File: config.mk
export PLATFORM = sky130hd
export DESIGN_NAME = instr_mem_loader
export DESIGN_NICKNAME = d
export VERILOG_FILES = /design/src/rtl/instr_mem_loader.sv
export SDC_FILE = /design/constraint.sdc
export NUM_CORES = 1
export LEC_CHECK = 0
export BUFFER_PORTS_ARGS = -buffer_cell sky130_fd_sc_hd__buf_2
export CORE_AREA = 2 2 91 93
export DETAILED_ROUTE_END_ITERATION = 16
export DIE_AREA = 0 0 93 95
export PLACE_DENSITY = 0.66
export SLEW_MARGIN = 5
export SYNTH_ARGS = -nofsm -noshare
export SYNTH_HDL_FRONTEND = slang
export SYNTH_SLANG_ARGS = --single-unit
File: constraint.sdc
create_clock -name Clock -period 3 [get_ports Clock]
set_clock_uncertainty 0.2 [all_clocks]
set_input_delay 0.6 -clock Clock [delete_from_list [all_inputs] [get_ports Clock]]
set_output_delay 0.6 -clock Clock [all_outputs]
set_load 0.05 [all_outputs]
File: src/rtl/instr_mem_loader.sv
// Byte-stream loader for instruction memory: packs three bytes big-endian
// into each 24-bit word and writes words from address 0 while holding the CPU.
module instr_mem_loader #(
  parameter int WORD_WIDTH = 24,
  parameter int ADDR_WIDTH = 8
) (
  input  logic                  Clock,
  input  logic                  Reset,
  input  logic                  Start,
  input  logic [ADDR_WIDTH:0]   WordCount,
  input  logic [7:0]            ByteIn,
  input  logic                  ByteValid,
  output logic                  ByteReady,
  output logic                  WrEn,
  output logic [ADDR_WIDTH-1:0] WrAddr,
  output logic [WORD_WIDTH-1:0] WrData,
  output logic                  Busy,
  output logic                  CpuHold,
  output logic                  Done
);

  typedef enum logic [1:0] {
    IDLE,
    COLLECT,
    WRITE,
    DONE
  } state_t;

  localparam logic [ADDR_WIDTH:0] MAX_WORDS =
    {1'b1, {ADDR_WIDTH{1'b0}}};

  state_t state, state_next;

  logic [ADDR_WIDTH:0] target;
  logic [ADDR_WIDTH:0] word_cnt;
  logic [ADDR_WIDTH:0] word_inc;
  logic [ADDR_WIDTH:0] clamped;
  logic [1:0]          byte_cnt;
  logic [15:0]         word_buf;
  logic                take;

  assign take     = ByteValid && ByteReady;
  assign word_inc = word_cnt + {{ADDR_WIDTH{1'b0}}, 1'b1};
  // Clamp so the final write lands on the last address, never wrapping
  assign clamped  = (WordCount > MAX_WORDS) ? MAX_WORDS : WordCount;

  always_comb begin
    state_next = state;
    case (state)
      IDLE:
        if (Start)
          state_next = (clamped == '0) ? DONE : COLLECT;
      COLLECT:
        if (take && byte_cnt == 2'd2)
          state_next = WRITE;
      WRITE:
        state_next = (word_inc == target) ? DONE : COLLECT;
      DONE:
        state_next = IDLE;
      default:
        state_next = IDLE;
    endcase
  end

  always_ff @(posedge Clock) begin
    if (Reset) begin
      state     <= IDLE;
      target    <= '0;
      word_cnt  <= '0;
      byte_cnt  <= '0;
      word_buf  <= '0;
      WrAddr    <= '0;
      WrData    <= '0;
      ByteReady <= 1'b0;
      WrEn      <= 1'b0;
      Busy      <= 1'b0;
      CpuHold   <= 1'b0;
      Done      <= 1'b0;
    end else begin
      state     <= state_next;
      ByteReady <= (state_next == COLLECT);
      WrEn      <= (state_next == WRITE);
      Busy      <= (state_next != IDLE);
      CpuHold   <= (state_next != IDLE);
      Done      <= (state_next == DONE);
      case (state)
        IDLE: begin
          if (Start) begin
            target   <= clamped;
            word_cnt <= '0;
            byte_cnt <= '0;
          end
        end
        COLLECT: begin
          if (take) begin
            case (byte_cnt)
              2'd0: begin
                word_buf[15:8] <= ByteIn;
                byte_cnt       <= 2'd1;
              end
              2'd1: begin
                word_buf[7:0] <= ByteIn;
                byte_cnt      <= 2'd2;
              end
              default: begin
                WrData   <= {word_buf, ByteIn};
                WrAddr   <= word_cnt[ADDR_WIDTH-1:0];
                byte_cnt <= 2'd0;
              end
            endcase
          end
        end
        WRITE: begin
          word_cnt <= word_inc;
          byte_cnt <= 2'd0;
        end
        default: ;
      endcase
    end
  end

endmodule

# After elaboration in Yosys (flattened, before gate mapping)
# Cells that the tools add are included.
[op_classes]
add_sub_neg = 1
order_cmp = 1
eq_ne = 11
muxes = 12
bitwise = 1
reduce_logical = 15
[op_table]
columns = ["operator", "count"]
rows = [
  ["two-way mux 9 bit", 2],
  ["one-hot mux 9 bit (2 select lines)", 1],
  ["two-way mux 2 bit", 6],
  ["AND reduction 3 bit", 4],
  ["equality test 2 bit, second input constant", 5],
  ["adder 9 x 1 -> 9 bit, second input constant", 1],
  ["equality test 9 bit", 1],
  ["> comparator 9 bit, second input constant", 1],
  ["logical NOT 9 bit", 1],
  ["one-hot mux 2 bit (4 select lines)", 1],
  ["equality test 2 x 1 -> 1 bit, second input constant", 3],
  ["one-hot mux 2 bit (3 select lines)", 1],
  ["logical NOT 2 bit", 2],
  ["!= test 2 bit, second input constant", 2],
  ["one-hot mux 2 bit (2 select lines)", 1],
  ["AND reduction 2 bit", 2],
  ["nonzero test 2 bit", 2],
  ["nonzero test 3 bit", 1],
  ["logical AND 1 bit", 2],
  ["OR reduction 2 bit", 1],
  ["inverter 1 bit", 1],
]
[word_totals]
reg_bits = 74
in_bits = 21
out_inout_bits = 37
elab_cells = 53

# Longest topological paths before layout
[depth]
word_depth = 7
depth_mapped = 7
ltp_nobuf = 6

# Worst setup path before layout
# OpenSTA, ideal clock, no wires.
[synth_path]
kind = "reg2reg"
from = "register word_cnt[0]"
to = "register ByteReady"
setup_time_ns = 0.115
t_arrival_ns = 1.952
required_time_ns = 2.685
path_slack_ns = 0.732
path_stages_with_launch = 7
n_path_buf = 0
synth_period_minus_slack_ns = 2.268
cell_sequence = "dfxtp_1 -> ha_1 -> nand3_1 -> nor2_1 -> mux2_2 -> a221o_1 -> and3_1"
[synth_between]
elab_chain_cells = 5
[synth_rtl]
columns = ["item", "line", "text"]
rows = [
  ["start: declaration", "35", "logic [ADDR_WIDTH:0] word_cnt;"],
  ["start signal: assignment", "114", "word_cnt <= word_inc;"],
  ["adder 9 x 1 -> 9 bit", "43", "assign word_inc = word_cnt + {{ADDR_WIDTH{1'b0}}, 1'b1};"],
  ["equality test 9 bit", "57", "state_next = (word_inc == target) ? DONE : COLLECT;"],
  ["two-way mux 2 bit", "57", ""],
  ["one-hot mux 2 bit (4 select lines)", "49", "case (state)"],
  ["equality test 2 x 1 -> 1 bit", "81", "ByteReady <= (state_next == COLLECT);"],
  ["end signal: assignment", "81", ""],
  ["end: declaration", "13", "output logic ByteReady,"],
]
# No other way between the ends.
# A chain may end at the register's enable or synchronous reset.

# Worst setup path after layout
# Same ends and word-level chain as after synthesis.

==> impl_metrics.yaml <==
sta:
  fin_setup_tns_ns: 0
  setup_viol_count_final: 0
  drv_slew: 0
  period_share_pct: 85.8
  slew_headroom_pct: 59.0
  fmax_mhz: 388
  whs_ns: 0.255
  hold_viol_final: 0
  rsz0062_at_grt: "false"
  worstMarginPinSlew_ns: 0.610
  min_period_ns: 2.57
detailed_routing:
  drt_pass1_iterations: 4
  wl_mm: 6.76
  routed_via_density: 5.04
  vias: 2617
  wl_per_cell_um: 13.0
  drt_iter0_markers: 123
  drc_errors: 0
  postRouteAntennaNets: 0
run:
  cap_violations: 0
cells_and_area:
  drive_above_1_share_pct: 21.0
  fin_nets: 431
  layout.area.seq_um2: 1480
  diodes: 0
  multiInputGateArea_um2: 1430
  area_delta_synth_final_pct: 19.4
  num-fill-cells: 799
synth:
  ys_ff_latch: 74
  yosys.area_share.adder_pct: 0.412
  synth_nets: 382
  yosysWarnings: 0
  netlist_area_um2: 3040
  synth_compound_area_share_pct: 13.9
  synthArstFlopShare_pct: 0
  synth-edff-count: 0
  synth_common_cells: "nand2_1, dfxtp_1, a21oi_1"
  synth_seq_area_share_pct: 48.7
  synth-simple-area-share_pct: 22.9
  avgSynthCellArea_um2: 8.44
  synth_top_area_share_pct: 48.7
  ys_types: 42
  synthMostInstantiatedCell: "nand2_1"
  synth_ff_type: "dfxtp_1"
  synth_area_leaders: "dfxtp_1, nand2_1, a21oi_1"
  muxShareOfSynthArea_pct: 6.38
  post-synth-top-area-cell: "dfxtp_1"
  synth_cells: 360
  synth_top_family_by_area: "simple AND/OR/NAND/NOR gates"
  synth_xor_area_share_pct: 3.17
critical_path:
  worstPathArrival_ns: 2.62
  path_buf_inv: 0
  crit_family: "simple AND/OR/NAND/NOR gates"
  crit_chain: "ha_1 > nand3_1 > nor2_1 > mux2_2 > a221o_1 > and3_1"
  worstPathRequired_ns: 3.05
  crit_type: "flop to flop"
  cpPeakStageDelay_ns: 0.46
  cp_slowest_cell: "dfxtp_1"
  crit_path_end_kind: "flop"
  setup.worst_path.start_class: "flop"
  critPathMaxFanout: 7
power:
  p_per_area_nw_per_um2: 551
  power_leakage_nw: 1.39
  vdd_drop_max_uv: 310
  p_total_mw: 2.00
grt:
  grt_max_degree: 35
  overflow: 0
  grt_usage_pct: 16.2
  grt_pass1_wl_mm: 11.4
  grt_antenna_before_repair: 0
  grt_pass1_vias: 2427
hold_path:
  hold_class: "flop to flop"
cts:
  path_clk_slew_ns: 0.08
  clk-insertion-delay-late_ns: 0.35
  cts_buffers: 9
  clock-sinks: 74
  cts_tree: "built"
  cts_hold_buf: 0
  cts-root-buf: "clkbuf_8"
  cts_buffer_depth: 2
  post-cts-setup-buffers: 0
  cts_resized: 0
  h-tree-depth: 3
floorplan:
  fp.coreArea_um2: 7930
  initial_core_util_pct: 38.3
  rows: 33
  die_h_um: 95
  ios: 58
  die_w_um: 93
  dieArea_um2: 8840
status:
  status: "finished, final reports clean"
placement:
  globalplace.congestion: 0.861
  dp_hpwl_mm: 4.64
  io_buffers: 57
[placed cells by master, fill, tap and decap left out, types with 4 or more instances in the layout]
master,count
mux2i_1,16
o21ai_0,4
xnor2_1,8
buf_4,7
nand2_1,81
a21oi_1,52
nand3b_1,10
dfxtp_1,74
nand3_1,5
nor2_1,34
clkbuf_8,10
buf_2,57
[flip-flops by register name (all words and copies together) (netlist names)]
signal     flops
WrData        24
word_buf      16
target         9
word_cnt       9
WrAddr         8
byte_cnt       2
state          2
ByteReady      1
CpuHold        1
Done           1
WrEn           1
[per-stage QoR]
stage,cells,setup WS (ns),utilization [%],cell area (µm²)
after detailed placement,503,0.461,42.8,3390
final,519,0.426,45.8,3630
after CTS,519,0.434,45.8,3630
after global routing,519,0.223,45.8,3630
after floorplan,360,0.732,-,3040
after global placement,503,0.577,42.8,3390
[area by class of cell]
cell class	instances	area share, %
sequential	74	40.8
timing repair buffer	64	9.31
clock buffer	10	3.79
multi-input combinational	257	39.4
inverter	3	0.310
clock inverter	6	2.69
tap	105	3.62
[where the power goes]
| group | switching, mW | total, mW | internal, mW |
|---|---|---|---|
| clock network | 0.392 | 0.895 | 0.503 |
| registers | 0.0102 | 1.00 | 0.992 |
| logic | 0.0654 | 0.101 | 0.0358 |
| total | 0.468 | 2.00 | 1.53 |
[routing by layer]
metal / GRT usage [%] / wire length, µm
met1: 20.5 / 3140
met2: 26.3 / 3160
met3: 4.07 / 334
met4: 6.99 / 131
met5: 0 / 0
[worst register-to-register path: cells and delay by family (launching register included)]
kind / cells / cell delay, ns
flip-flops: 1 / 0.46
AND/OR/NAND/NOR: 3 / 0.73
adder cells (fa/ha/maj): 1 / 0.30
AO/OA/AOI/OAI: 1 / 0.41
multiplexers: 1 / 0.38
[logic make-up (layout without fill, tap and decap cells)]
logic type / count (synthesis) / count (layout)
XOR/XNOR: 11 / 11
multiplexers: 19 / 19
buffers and inverters: 29 / 83
adder cells (fa/ha/maj): 1 / 1
AND/OR/NAND/NOR: 154 / 154
AO/OA/AOI/OAI: 72 / 72
flip-flops: 74 / 74
[path summary, 6_finish.rpt]
path / startpoint / end / slack (ns) / cells past startpoint
worst max-delay path: word_cnt[0] / ByteReady / 0.43 / 6
worst min-delay path: WrData[4] / WrData[4] / 0.26 / 2
worst max register to register: word_cnt[0] / ByteReady / 0.43 / 6
worst min register to register: WrData[4] / WrData[4] / 0.26 / 2
No activity file was read; power rests on OpenSTA's default activity.
